File: src/rtl/count_seq_pkg.sv
// ---------------------------------------------------------------------------
// count_seq_pkg
// Shared definitions for the count_sequencer block: FSM state encoding,
// command direction values and the default count limits.
// ---------------------------------------------------------------------------
package count_seq_pkg;

  // FSM state encoding (3-bit constants kept for compatibility with older users)
  localparam logic [2:0] ST_IDLE   = 3'd0;
  localparam logic [2:0] ST_CHECK  = 3'd1;
  localparam logic [2:0] ST_PULSE  = 3'd2;
  localparam logic [2:0] ST_SETTLE = 3'd3;
  localparam logic [2:0] ST_DONE   = 3'd4;

  // Default count limits: the full 16-bit range of the counter
  localparam logic [15:0] DEFAULT_UP_LIMIT   = 16'hFFFF;
  localparam logic [15:0] DEFAULT_DOWN_LIMIT = 16'h0000;

  // Command direction, matching the counter's uphdl encoding
  typedef enum logic {
    DIR_DOWN = 1'b0,
    DIR_UP   = 1'b1
  } dir_e;

endpackage : count_seq_pkg

File: src/rtl/seq_tick_gen.sv
// ---------------------------------------------------------------------------
// seq_tick_gen
// Prescale divider for count_sequencer. o_tick is high for one cycle out of
// every PRESCALE cycles; i_clear restarts the count so the next tick comes
// PRESCALE cycles after the clear is released.
// Ports:
//   clk      in  rising-edge clock
//   reset    in  asynchronous active-high reset
//   i_clear  in  restart the divider
//   o_tick   out tick strobe
// ---------------------------------------------------------------------------
module seq_tick_gen #(
  parameter int PRESCALE = 4
) (
  input  logic clk,
  input  logic reset,
  input  logic i_clear,
  output logic o_tick
);

  // At least one counter bit, so PRESCALE=1 still builds (tick always high)
  localparam int              CW   = (PRESCALE > 1) ? $clog2(PRESCALE) : 1;
  localparam logic [CW-1:0]   LAST = CW'(PRESCALE - 1);

  logic [CW-1:0] r_cnt;

  always_ff @(posedge clk or posedge reset) begin
    if (reset) begin
      r_cnt <= '0;
    end else if (i_clear || (r_cnt == LAST)) begin
      r_cnt <= '0;
    end else begin
      r_cnt <= r_cnt + CW'(1);
    end
  end

  assign o_tick = (r_cnt == LAST);

endmodule : seq_tick_gen

File: src/rtl/count_sequencer.sv
// ---------------------------------------------------------------------------
// count_sequencer
// Command-driven controller for a 16-bit up/down event counter. A command
// "move N steps up/down" is accepted over cmd_valid/cmd_ready; one inc pulse
// is issued per step with uphdl at the commanded direction. The registered
// count is read back on count_in and stepping stops at UP_LIMIT/DOWN_LIMIT so
// the counter never wraps.
// Optional build macro: COUNT_SEQ_PRESCALE_EN -- when defined, steps are paced
// by a PRESCALE-cycle divider (seq_tick_gen); otherwise every cycle is a tick.
// Ports:
//   clk        in   rising-edge clock
//   reset      in   asynchronous active-high reset
//   cmd_valid  in   command present
//   cmd_ready  out  high only in IDLE
//   cmd_dir    in   1 = up, 0 = down (sampled on accept)
//   cmd_steps  in   step count (sampled on accept)
//   abort      in   stop the current command
//   count_in   in   registered count from the counter
//   inc        out  one-cycle step enable per step
//   uphdl      out  latched direction while busy, 0 in IDLE
//   busy       out  high in every state except IDLE
//   done       out  one-cycle pulse when a command completes or stops
//   limit_hit  out  command stopped at a limit; cleared on next accept
// ---------------------------------------------------------------------------
module count_sequencer
  import count_seq_pkg::*;
#(
  parameter int               WIDTH      = 16,
  parameter logic [WIDTH-1:0] UP_LIMIT   = WIDTH'(DEFAULT_UP_LIMIT),
  parameter logic [WIDTH-1:0] DOWN_LIMIT = WIDTH'(DEFAULT_DOWN_LIMIT),
  parameter int               PRESCALE   = 4
) (
  input  logic             clk,
  input  logic             reset,
  input  logic             cmd_valid,
  output logic             cmd_ready,
  input  logic             cmd_dir,
  input  logic [WIDTH-1:0] cmd_steps,
  input  logic             abort,
  input  logic [WIDTH-1:0] count_in,
  output logic             inc,
  output logic             uphdl,
  output logic             busy,
  output logic             done,
  output logic             limit_hit
);

  logic [2:0]       r_state;
  logic [2:0]       w_state_next;
  dir_e             r_dir;
  logic [WIDTH-1:0] r_remaining;
  logic             r_limit_hit;

  logic             w_accept;
  logic             w_tick;
  logic             w_at_limit;

  assign w_accept   = cmd_valid && (r_state == ST_IDLE);
  assign w_at_limit = (r_dir == DIR_UP) ? (count_in == UP_LIMIT)
                                        : (count_in == DOWN_LIMIT);

`ifdef COUNT_SEQ_PRESCALE_EN
  // The divider only runs while waiting in CHECK. Holding it clear in every
  // other state restarts it on accept and again after each SETTLE, so each
  // step waits a full PRESCALE cycles: step period = PRESCALE + 2.
  logic w_tick_clear;
  assign w_tick_clear = (r_state != ST_CHECK);

  seq_tick_gen #(
    .PRESCALE (PRESCALE)
  ) u_tick_gen (
    .clk     (clk),
    .reset   (reset),
    .i_clear (w_tick_clear),
    .o_tick  (w_tick)
  );
`else
  // No divider: every CHECK cycle is a tick. PRESCALE is referenced only so
  // it remains a live parameter of this build; the result is always 1.
  assign w_tick = 1'b1 | (PRESCALE == 0);
`endif

  // Next-state logic
  always_comb begin
    w_state_next = r_state;
    case (r_state)
      ST_IDLE: begin
        if (w_accept) begin
          w_state_next = (cmd_steps == '0) ? ST_DONE : ST_CHECK;
        end
      end
      ST_CHECK: begin
        // abort takes priority over both the tick and the limit test
        if (abort) begin
          w_state_next = ST_DONE;
        end else if (w_tick) begin
          w_state_next = w_at_limit ? ST_DONE : ST_PULSE;
        end
      end
      ST_PULSE: begin
        // The pulse in flight always completes; abort only skips SETTLE
        w_state_next = abort ? ST_DONE : ST_SETTLE;
      end
      ST_SETTLE: begin
        if (abort || (r_remaining == '0)) begin
          w_state_next = ST_DONE;
        end else begin
          w_state_next = ST_CHECK;
        end
      end
      ST_DONE: begin
        w_state_next = ST_IDLE;
      end
      default: begin
        w_state_next = ST_IDLE;
      end
    endcase
  end

  // State and command registers
  always_ff @(posedge clk or posedge reset) begin
    if (reset) begin
      r_state     <= ST_IDLE;
      r_dir       <= DIR_DOWN;
      r_remaining <= '0;
      r_limit_hit <= 1'b0;
    end else begin
      r_state <= w_state_next;
      case (r_state)
        ST_IDLE: begin
          if (w_accept) begin
            r_dir       <= dir_e'(cmd_dir);
            r_remaining <= cmd_steps;
            r_limit_hit <= 1'b0;
          end
        end
        ST_CHECK: begin
          if (!abort && w_tick && w_at_limit) begin
            r_limit_hit <= 1'b1;
          end
        end
        ST_PULSE: begin
          // PULSE is only entered with r_remaining >= 1, so no underflow
          r_remaining <= r_remaining - WIDTH'(1);
        end
        default: begin
        end
      endcase
    end
  end

  // Outputs decode registered state only
  assign cmd_ready = (r_state == ST_IDLE);
  assign busy      = (r_state != ST_IDLE);
  assign inc       = (r_state == ST_PULSE);
  assign done      = (r_state == ST_DONE);
  assign uphdl     = (r_dir == DIR_UP) && (r_state != ST_IDLE);
  assign limit_hit = r_limit_hit;

endmodule : count_sequencer

File: config.mk
export PLATFORM = sky130hd
export DESIGN_NAME = count_sequencer
export DESIGN_NICKNAME = d
export VERILOG_FILES = /design/src/rtl/count_seq_pkg.sv /design/src/rtl/seq_tick_gen.sv /design/src/rtl/count_sequencer.sv
export SDC_FILE = /design/constraint.sdc
export NUM_CORES = 1
export LEC_CHECK = 0
export ABC_AREA = 1
export CORE_ASPECT_RATIO = 0.6
export CORE_MARGIN = 2
export CORE_UTILIZATION = 40
export CTS_CLUSTER_DIAMETER = 100
export DETAILED_ROUTE_END_ITERATION = 8
export PLACE_DENSITY = 0.69
export SLEW_MARGIN = 20
export SYNTH_ARGS = -nofsm -noshare
export SYNTH_HDL_FRONTEND = slang
export SYNTH_HIERARCHICAL = 1
export SYNTH_SLANG_ARGS = --single-unit
File: constraint.sdc
create_clock -name clk -period 1.5 [get_ports clk]
set_input_delay 0.45 -clock clk [delete_from_list [all_inputs] [get_ports clk]]
set_output_delay 0.45 -clock clk [all_outputs]
set_load 0.1 [all_outputs]
==> summary.txt, run 1 <==
STA
  • Setup TNS: -1.33 ns
  • RSZ-0062 raised after global routing: yes
  • Tmin final: 1.75 ns
  • Slew margin rel.: 74.5%
  • Slew of the pin with the lowest slew margin: 0.380 ns
  • Setup slack after layout: -0.245 ns
  • Final setup viols: 15
  • Fmax: 573 MHz
  • Final worst path period share: 116%
  • Max Transition Viols Final: 0
  • Max Clock Skew: 0.00599 ns
  • Final Hold Viols: 0

Logic synthesis
  • Synthesized area per cell: 6.79 um2
  • Post-synthesis register bit count: 21
  • Synth Warn #: 6
  • Seq/Total Area, Yosys: 34.1%
  • Syn Nets: 265
  • Synth unique cells: 34
  • Post-synth EDFFs: 0
  • Top cells by area, synth: dfrtp_1 (34%), nand2_1 (14%), nor2_1 (9.0%)
  • Synth area leader: dfrtp_1
  • Synth Instances: 227
  • Primary FF master, synth: dfrtp_1
  • Netlist area before placement: 1540 um2
  • Asr flop ratio synth: 100%
  • Yosys top cell area share: 34.1%

Clock network
  • Cts bufs inserted: 3
  • Maximum clock insertion buffer count: 2
  • Clk root buf: clkbuf_8
  • Clk slew on worst S/H paths: 0.09 ns
  • CTS Hold Buffers Added: 0
  • # clock sinks: 21
  • Worst skew pair latency: 0.26 ns
  • H-tree Lvls: 1
  • CTS tree: built

Global routing
  • Antenna violations before repair: 0
  • GRT overflow: 0
  • Vias in the first global route: 1691
  • Gr usage total: 23.0%
  • Largest net degree at the start of global routing: 22
  • Global-route wire length before repair: 7890 um

Place
  • IO buf count: 42
  • DP Worst Slack: -0.287 ns
  • Gpl congestion: 0.873
  • DP HPWL: 3560 um
  • Placed insts: 349

Drt
  • DRC violation count after routing: 0
  • DRT Pass-1 Iters: 4
  • Vias per inst: 5.25
  • Routed Wire Length: 5400 um
  • Detail Route met3 WL: 406 um
  • Total number of vias: 1884
  • Drt initial violations: 82
  • M1 wire length: 2450 um
  • DR WL met2: 2530 um
  • Detail Route Antenna Nets: 0
  • Wire length per cell: 15.0 um
  • Uppermost layer routed: met4

Worst hold path
  • Worst Hold Launch: cmd_steps[5]
  • Worst hold path type: in -> reg
  • WHS Path Cells: 3
  • Hold Path End: r_remaining[5]$_DFFE_PP0P_

Run status
  • Failing checks: setup timing
  • Status: finished with violations

Critical path
  • Critical path's slowest cell: dfrtp_2
  • CP arrival: 1.30 ns
  • Crit path max fanout: 4
  • Reg-to-reg slack, setup: -0.09 ns
  • CP Capture Type: output pin
  • CP startpoint kind: flip-flop
  • Crit-path max cell delay: 0.43 ns
  • Depth of the worst register-to-register path: 9
  • Critical Path, Cell by Cell: nor3_4, buf_4, buf_12
  • Reg-to-reg startpoint: r_state[1]$_DFFE_PP0P_
  • Crit path required time: 1.05 ns
  • Crit Path Class: reg -> out
  • Reg-to-Reg End: r_remaining[13]$_DFFE_PP0P_

Cells and area
  • Fraction of layout instances using a drive strength above 1: 35.6%
  • Nets: 351
  • Non-filler cells, final: 359
  • Most common cell after layout, fill and taps aside: nand2_1
  • N_diodes: 0
  • Storage cell area: 528 um2
  • Final core occ: 73.9%
  • P&R area growth vs syn: 76.4%
  • Multi-input logic area: 1080 um2
  • Commonest non-fill, non-tap cells in the layout: nand2_1 (48), buf_4 (32), nor2_1 (25)
  • Filler cell count: 253

Floorplan
  • Die area: 4380 um2
  • # rows: 17
  • Core area: 3680 um2
  • # IOs: 43
  • DIE HEIGHT: 52.1 um
  • Starting Density: 41.9%
  • Die width: 84.1 um

Pwr
  • Power density cells: 1990 nW/um2
  • Lkg Pwr: 1.33 nW
  • Max VDD drop: 1690 uV

Flow run
  • Max cap viols: 0
-- stage by stage --
stage / power (mW) / area [um2] / hold slack, ns
global placement: 4.26 / 2350 / 0.506
finish: 5.41 / 2720 / 0.440
detailed placement: 4.30 / 2350 / 0.512
global route: 5.74 / 2720 / 0.457
floorplan: 3.05 / 1590 / 0.427
CTS: 4.85 / 2450 / 0.528
-- power by group --
group          internal, mW  leakage [nW]  total (mW)  switching, mW
clock network         0.190        0.0228       0.393          0.203
registers             0.845         0.256        1.14          0.298
logic                  1.66          1.05        3.88           2.22
-- logic make-up (layout without fill, tap and decap cells) --
logic type | Yosys count | count (layout) | share of synthesized area [%]
compound gates | 31 | 31 | 12.9
xor+xnor | 2 | 2 | 1.14
fa+ha+maj | 1 | 1 | 0.812
buf+inv | 34 | 119 | 9.33
flops | 21 | 21 | 34.1
simple gates | 138 | 138 | 41.7
-- registers in the layout, summed over array words and instances, names as in the netlist --
register     cells
r_state          3
r_dir            1
r_remaining     16
limit_hit        1
-- layer usage --
metal  up-vias  track usage [%]
met2        71             36.0
li1        920                -
met3         2             4.60
met1       891             33.6
met4         0             4.03
met5         -                0
-- worst max path at each step --
stage | from | end | slack [ns] | cells past startpoint
floorplan | r_state[0]$_DFFE_PP0P_ | r_state[2]$_DFFE_PP0P_ | -1.14 | 6
global placement | count_in[1] | r_state[2]$_DFFE_PP0P_ | -0.24 | 9
detailed placement | count_in[1] | r_state[2]$_DFFE_PP0P_ | -0.29 | 9
CTS | r_state[0]$_DFFE_PP0P_ | cmd_ready | -0.23 | 3
global route | r_state[1]$_DFFE_PP0P_ | cmd_ready | -0.29 | 3
finish | r_state[1]$_DFFE_PP0P_ | cmd_ready | -0.25 | 3
-- synthesized netlist by cell type, types with 2 or more instances --
| cell type | n |
|---|---|
| nand2_4 | 2 |
| nor3_1 | 4 |
| dfrtp_1 | 21 |
| a21oi_1 | 5 |
| o21ai_0 | 13 |
| xor2_1 | 2 |
| nand3_1 | 22 |
| nor3_2 | 2 |
| nor2_1 | 37 |
| buf_2 | 2 |
| nand4_1 | 6 |
| or2_2 | 3 |
| inv_1 | 28 |
| nand2_1 | 56 |
| o211ai_1 | 5 |
-- worst max-delay path: cells and delay by family (launching register included) --
kind | cells | cell delay, ns
flip-flops | 1 | 0.43
buffers and inverters | 2 | 0.33
AND/OR/NAND/NOR | 1 | 0.27
-- final cells by class --
class / count / share of cell area, %
multi-input cells: 172 / 39.7
repair buffers: 85 / 32.4
flip-flops and latches: 21 / 19.4
inverters: 30 / 4.69
well taps: 47 / 2.16
clock buffers: 4 / 1.66
-- timing repair --
| action | 4_1_cts | 5_1_grt |
|---|---|---|
| setup buffers | 3 | 6 |
| endpoints found under the setup margin | 8 | 26 |
| pin swaps | 4 | 32 |
| resized for setup | 9 | 74 |
(Power assumes the default switching activity.)
==> inputs of run 2 (changes only) <==
--- a/config.mk
+++ b/config.mk
@@ -8,10 +8,9 @@
 export ABC_AREA = 1
 export CORE_ASPECT_RATIO = 0.6
 export CORE_MARGIN = 2
-export CORE_UTILIZATION = 40
+export CORE_UTILIZATION = 25
 export CTS_CLUSTER_DIAMETER = 100
 export DETAILED_ROUTE_END_ITERATION = 8
-export PLACE_DENSITY = 0.69
 export SLEW_MARGIN = 20
 export SYNTH_ARGS = -nofsm -noshare
 export SYNTH_HDL_FRONTEND = slang
==> summary.txt, run 2 (same netlist as run 1, synthesis figures left out) <==
Pwr
  • Internal power: 2.83 mW (was 2.70 mW)
  • Clk pwr share: 7.2% (was 7.3%)
  • Logic pwr share: 71.7% (was 71.6%)
  • Max VDD drop: 1050 uV (was 1690 uV)
  • P_sw: 2.65 mW (was 2.72 mW)
  • Switching share of power: 48.3% (was 50.2%)
  • Lkg Pwr: 1.40 nW (was 1.33 nW)
  • Power density cells: 1890 nW/um2 (was 1990 nW/um2)
  • Sequential power share: 21.1% (about the same)

Critical path
  • Crit Path Class: reg -> out (unchanged)
  • Depth of the worst register-to-register path: 8 (was 9)
  • Reg-to-reg slack, setup: -0.09 ns (about the same)
  • CP startpoint kind: flip-flop (unchanged)
  • Reg-to-reg startpoint: r_state[0]$_DFFE_PP0P_ (was r_state[1]$_DFFE_PP0P_)
  • Crit path required time: 1.05 ns (about the same)
  • Crit path max fanout: 4 (unchanged)
  • CP arrival: 1.32 ns (was 1.30 ns)
  • Reg-to-Reg End: r_remaining[2]$_DFFE_PP0P_ (was r_remaining[13]$_DFFE_PP0P_)
  • CP Capture Type: output pin (unchanged)

STA
  • Setup TNS: -1.27 ns (was -1.33 ns)
  • Max Transition Viols Final: 0 (unchanged)
  • Slew of the pin with the lowest slew margin: 0.388 ns (was 0.380 ns)
  • Final worst path period share: 118% (was 116%)
  • RSZ-0062 raised after global routing: yes (unchanged)
  • Fmax: 566 MHz (was 573 MHz)
  • Tmin final: 1.77 ns (was 1.75 ns)
  • Fin Hold WS: 0.513 ns (was 0.440 ns)
  • Max Clock Skew: 0.00175 ns (was 0.00599 ns)
  • Final setup viols: 10 (was 15)
  • Setup slack after layout: -0.265 ns (was -0.245 ns)
  • Final Hold Viols: 0 (unchanged)
  • Slew margin rel.: 74.0% (was 74.5%)

Cells and area
  • Max reg flops: 16 (unchanged)
  • Nets: 365 (was 351)
  • Filler cell count: 582 (was 253)
  • Most common cell after layout, fill and taps aside: nand2_1 (unchanged)
  • Commonest non-fill, non-tap cells in the layout: nand2_1 (52), buf_4 (46), nor2_1 (24) (was nand2_1 (48), buf_4 (32), nor2_1 (25))
  • Fraction of layout instances using a drive strength above 1: 38.3% (was 35.6%)
  • Largest registers: r_remaining (16), r_state (3) (unchanged)
  • Top reg by flops: r_remaining (unchanged)
  • P&R area growth vs syn: 87.8% (was 76.4%)
  • N_diodes: 0 (unchanged)
  • Non-filler cells, final: 410 (was 359)

Floorplan
  • DIE HEIGHT: 64.8 um (was 52.1 um)
  • Core area: 6030 um2 (was 3680 um2)
  • Die area: 6830 um2 (was 4380 um2)
  • Starting Density: 25.6% (was 41.9%)
  • Die width: 105 um (was 84.1 um)
  • # IOs: 43 (unchanged)
  • # rows: 22 (was 17)

Global routing
  • Antenna violations before repair: 0 (unchanged)
  • Largest net degree at the start of global routing: 22 (unchanged)
  • Gr usage total: 14.7% (was 23.0%)
  • Vias in the first global route: 1638 (was 1691)
  • GRT overflow: 0 (unchanged)
  • Global-route wire length before repair: 8070 um (was 7890 um)

Clock network
  • CTS Hold Buffers Added: 0 (unchanged)
  • Worst skew pair latency: 0.26 ns (about the same)
  • Maximum clock insertion buffer count: 2 (unchanged)
  • Clk root buf: clkbuf_8 (unchanged)
  • CTS tree: built (unchanged)
  • Cts bufs inserted: 3 (unchanged)
  • # clock sinks: 21 (unchanged)
  • Clk slew on worst S/H paths: 0.08 ns (was 0.09 ns)
  • H-tree Lvls: 1 (unchanged)

Place
  • Gpl congestion: 0.882 (was 0.873)
  • IO buf count: 42 (unchanged)
  • Placed insts: 389 (was 349)
  • DP Worst Slack: -0.280 ns (was -0.287 ns)
  • DP HPWL: 3760 um (was 3560 um)

Run status
  • Status: finished with violations (unchanged)
  • Failing checks: setup timing (unchanged)

Drt
  • DRC violation count after routing: 0 (unchanged)
  • Routed Wire Length: 5340 um (was 5400 um)
  • DRT Pass-1 Iters: 4 (unchanged)
  • Detail Route Antenna Nets: 0 (unchanged)
  • Total number of vias: 1834 (was 1884)
  • Vias per inst: 4.47 (was 5.25)
  • Drt initial violations: 70 (was 82)
  • Wire length per cell: 13.0 um (was 15.0 um)

Flow run
  • Max cap viols: 0 (unchanged)

Worst hold path
  • Worst hold path type: in -> async (was in -> reg)
==> run 2: cell count changes in the layout (fill, tap and decap cells not counted), moves of 3 or more <==
cell	change
buf_4	+14
buf_6	-4
nand2_1	+4
nand2_2	-4
o21ai_1	+3
o21ai_2	-3
==> run 2: repair_timing <==
action	4_1_cts	5_1_grt
gates cloned	0	2
pin swaps	7	33
endpoints found under the setup margin	10	21
setup buffers	5	13
gates resized for setup	10	67
==> run 2: worst max-delay path, stage by stage, from the launching register on <==
cell and delay (ns):
dfrtp_2 0.45, nor3_4 0.28, buf_6 0.15, buf_12 0.16
==> run 2: final cells by class <==
| type | count | area [um2] | area share [%] |
|---|---|---|---|
| inverter | 30 | 128 | 4.41 |
| sequential | 21 | 531 | 18.3 |
| multi-input combinational | 172 | 1060 | 36.5 |
| tap | 84 | 105 | 3.63 |
| clock buffer | 4 | 45.0 | 1.56 |
| timing repair buffer | 99 | 1030 | 35.6 |
==> run 2: routing by layer <==
| metal | wire, um | GRT usage [%] | up-vias | part of all wire, % |
|---|---|---|---|---|
| met2 | 2280 | 20.4 | 49 | 43 |
| met4 | 29 | 0.500 | 0 | 0.54 |
| met5 | 0 | 0 | - | 0 |
| li1 | - | - | 942 | - |
| met1 | 2720 | 23.7 | 840 | 51 |
| met3 | 309 | 3.22 | 3 | 5.8 |
==> run 2: worst max path at each step <==
stage | start | to | slack [ns] | depth (start not counted)
after floorplan | r_state[0]$_DFFE_PP0P_ | r_state[2]$_DFFE_PP0P_ | -1.14 | 6
after global placement | cmd_steps[2] | r_state[2]$_DFFE_PP0P_ | -0.25 | 10
after detailed placement | count_in[1] | r_state[2]$_DFFE_PP0P_ | -0.28 | 9
after CTS | r_state[2]$_DFFE_PP0P_ | cmd_ready | -0.25 | 3
after global routing | r_state[1]$_DFFE_PP0P_ | cmd_ready | -0.30 | 3
final | r_state[0]$_DFFE_PP0P_ | cmd_ready | -0.27 | 3
==> run 2: stage by stage <==
stage	instance area, um2	total power, mW	utilization [%]
floorplan	1590	3.05	-
global placement	2450	4.27	40.6
detailed placement	2450	4.31	40.6
CTS	2540	4.85	42.2
global route	2900	5.84	48.0
finish	2900	5.48	48.0
==> run 2: power groups by stage <==
| stage | clock [mW] | combinational [mW] | sequential [mW] |
|---|---|---|---|
| 3_5_place_dp | 0 | 3.22 | 1.09 |
| 5_1_grt | 0.429 | 4.21 | 1.19 |
| 2_1_floorplan | 0 | 1.99 | 1.06 |
| 4_1_cts | 0.400 | 3.34 | 1.10 |
| 6_report | 0.395 | 3.93 | 1.16 |
| 3_3_place_gp | 0 | 3.18 | 1.09 |
==> inputs of run 3 (changes only) <==
--- a/config.mk
+++ b/config.mk
@@ -8,9 +8,10 @@
 export ABC_AREA = 1
 export CORE_ASPECT_RATIO = 0.6
 export CORE_MARGIN = 2
-export CORE_UTILIZATION = 25
+export CORE_UTILIZATION = 48
 export CTS_CLUSTER_DIAMETER = 100
 export DETAILED_ROUTE_END_ITERATION = 8
+export PLACE_DENSITY = 0.8
 export SLEW_MARGIN = 20
 export SYNTH_ARGS = -nofsm -noshare
 export SYNTH_HDL_FRONTEND = slang
==> summary.txt, run 3 (same netlist as run 1, synthesis figures left out) <==
Run status
  • Status: finished with violations (unchanged)
  • Failing checks: setup timing (unchanged)

Floorplan
  • # rows: 15 (was 22)
  • DIE HEIGHT: 47.9 um (was 64.8 um)
  • Starting Density: 52.0% (was 25.6%)
  • Die width: 77.2 um (was 105 um)
  • Die area: 3700 um2 (was 6830 um2)
  • # IOs: 43 (unchanged)
  • Core area: 2970 um2 (was 6030 um2)

STA
  • Max Clock Skew: 0.00127 ns (was 0.00175 ns)
  • Final setup viols: 25 (was 10)
  • RSZ-0062 raised after global routing: yes (unchanged)
  • Setup slack after layout: -0.335 ns (was -0.265 ns)
  • Setup TNS: -4.78 ns (was -1.27 ns)
  • Final worst path period share: 122% (was 118%)
  • Tmin final: 1.84 ns (was 1.77 ns)
  • Max Transition Viols Final: 0 (unchanged)
  • Fmax: 545 MHz (was 566 MHz)
  • Slew of the pin with the lowest slew margin: 0.406 ns (was 0.388 ns)
  • Fin Hold WS: 0.521 ns (was 0.513 ns)
  • Final Hold Viols: 0 (unchanged)
  • Slew margin rel.: 72.7% (was 74.0%)

Cells and area
  • Fraction of layout instances using a drive strength above 1: 37.7% (was 38.3%)
  • Max reg flops: 16 (unchanged)
  • Top reg by flops: r_remaining (unchanged)
  • Largest registers: r_remaining (16), r_state (3) (unchanged)
  • Nets: 357 (was 365)
  • Most common cell after layout, fill and taps aside: nand2_1 (unchanged)
  • Commonest non-fill, non-tap cells in the layout: nand2_1 (48), buf_4 (36), inv_1 (25) (was nand2_1 (52), buf_4 (46), nor2_1 (24))
  • N_diodes: 0 (unchanged)
  • Final core occ: 95.5% (was 48.0%)
  • Non-filler cells, final: 360 (was 410)
  • P&R area growth vs syn: 83.7% (was 87.8%)

Critical path
  • Worst path most repeated cell: buf_6
  • Critical path's slowest cell: dfrtp_2 (unchanged)
  • CP Launch Point: r_state[1]$_DFFE_PP0P_ (was r_state[0]$_DFFE_PP0P_)
  • Reg-to-reg startpoint: r_remaining[0]$_DFFE_PP0P_ (was r_state[0]$_DFFE_PP0P_)
  • CP Capture Type: output pin (unchanged)
  • CP startpoint kind: flip-flop (unchanged)
  • CP arrival: 1.39 ns (was 1.32 ns)
  • Critical Path, Cell by Cell: nor3_4, buf_6, buf_6, buf_12 (was nor3_4, buf_6, buf_12)
  • Crit Path Class: reg -> out (unchanged)
  • CP delay by family, top: flip-flops (unchanged)
  • CP Buf/Inv Count: 3 (was 2)
  • Crit path required time: 1.05 ns (about the same)
  • Depth of the worst register-to-register path: 10 (was 8)
  • Reg-to-Reg End: r_remaining[13]$_DFFE_PP0P_ (was r_remaining[2]$_DFFE_PP0P_)
  • Crit-path max cell delay: 0.45 ns (about the same)
  • Crit path max fanout: 3 (was 4)
  • Reg-to-reg slack, setup: -0.33 ns (was -0.09 ns)
  • Stages on worst setup path: 4 (was 3)

Drt
  • Routed Wire Length: 8610 um (was 5340 um)
  • Detail Route Antenna Nets: 0 (unchanged)
  • Uppermost layer routed: met4 (unchanged)
  • Detail Route met3 WL: 1150 um (was 309 um)
  • Wire length per cell: 23.9 um (was 13.0 um)
  • Drt initial violations: 384 (was 70)
  • Total number of vias: 2437 (was 1834)
  • Vias per inst: 6.77 (was 4.47)
  • DR WL met2: 3760 um (was 2280 um)
  • DRC violation count after routing: 0 (unchanged)
  • M1 wire length: 2890 um (was 2720 um)
  • DRT Pass-1 Iters: 7 (was 4)

Clock network
  • Worst skew pair latency: 0.27 ns (was 0.26 ns)
  • Clk root buf: clkbuf_8 (unchanged)
  • # clock sinks: 21 (unchanged)
  • H-tree Lvls: 1 (unchanged)
  • Clk slew on worst S/H paths: 0.09 ns (was 0.08 ns)
  • CTS Hold Buffers Added: 0 (unchanged)
  • Cts bufs inserted: 3 (unchanged)
  • Maximum clock insertion buffer count: 2 (unchanged)
  • CTS tree: built (unchanged)

Pwr
  • Power density cells: 2190 nW/um2 (was 1890 nW/um2)
  • Max VDD drop: 2600 uV (was 1050 uV)
  • Lkg Pwr: 1.42 nW (was 1.40 nW)

Global routing
  • Antenna violations before repair: 0 (unchanged)
  • Gr usage total: 27.9% (was 14.7%)
  • Largest net degree at the start of global routing: 22 (unchanged)
  • GRT overflow: 0 (unchanged)
  • Vias in the first global route: 1688 (was 1638)
  • Global-route wire length before repair: 7820 um (was 8070 um)

Place
  • DP HPWL: 3720 um (was 3760 um)
  • IO buf count: 42 (unchanged)
  • Placed insts: 343 (was 389)
  • Gpl congestion: 0.966 (was 0.882)

Worst hold path
  • Worst hold path type: in -> reg (was in -> async)
  • Hold Path End: r_remaining[5]$_DFFE_PP0P_
  • WHS Path Cells: 3
  • Worst Hold Launch: cmd_steps[5]

Flow run
  • Max cap viols: 0 (unchanged)
## run 3: cell types whose count changed in the layout (fill, tap and decap cells not counted), sizes merged
cell           delta
dlymetal6s2s      +4
clkdlybuf4s50     -4
buf               -7
clkbuf            -1
## run 3: per-layer routing
| metal | up-vias | track usage (%) |
|---|---|---|
| met2 | 276 | 45.2 |
| met4 | 0 | 6.79 |
| met1 | 1117 | 39.2 |
| met3 | 113 | 6.23 |
| li1 | 931 | - |
| met5 | - | 0 |
## run 3: layout make-up
cell class | count | area [um2]
well taps | 42 | 52.6
flip-flops and latches | 21 | 528
multi-input cells | 172 | 1110
fillers | 79 | 134
clock buffers | 4 | 45.0
repair buffers | 91 | 972
inverters | 30 | 125
## run 3: through the flow
step	cell area (um2)	worst slack [ns]	power [mW]
3_5_place_dp	2350	-0.293	4.39
3_3_place_gp	2350	-0.236	4.31
2_1_floorplan	1590	-1.14	3.05
6_report	2830	-0.335	6.21
4_1_cts	2470	-0.291	4.94
5_1_grt	2830	-0.362	6.36
## run 3: worst register-to-register path: cells and delay by family, from the launching register on
| kind | cells | cell delay [ns] |
|---|---|---|
| and+or+nand+nor | 7 | 0.97 |
| DFF | 1 | 0.42 |
| buffers and inverters | 3 | 0.39 |
## run 3: report_power, final
part           switching, mW  internal, mW
clock                  0.217         0.191
sequential             0.394         0.844
combinational           2.65          1.92
## run 3: timing repair
action	4_1_cts	5_1_grt
buffers inserted	3	9
cloned	0	1
gates resized for setup	13	79
hold endpoints to repair	0	0
pin swaps	4	30
endpoints found under the setup margin	10	19
## run 3: worst max path at each step
stage                                  endpoint  slack [ns]
global route        r_remaining[13]$_DFFE_PP0P_       -0.36
finish                                cmd_ready       -0.34
CTS                                   cmd_ready       -0.29
global placement         r_state[2]$_DFFE_PP0P_       -0.24
detailed placement       r_state[2]$_DFFE_PP0P_       -0.29
floorplan                r_state[2]$_DFFE_PP0P_       -1.14
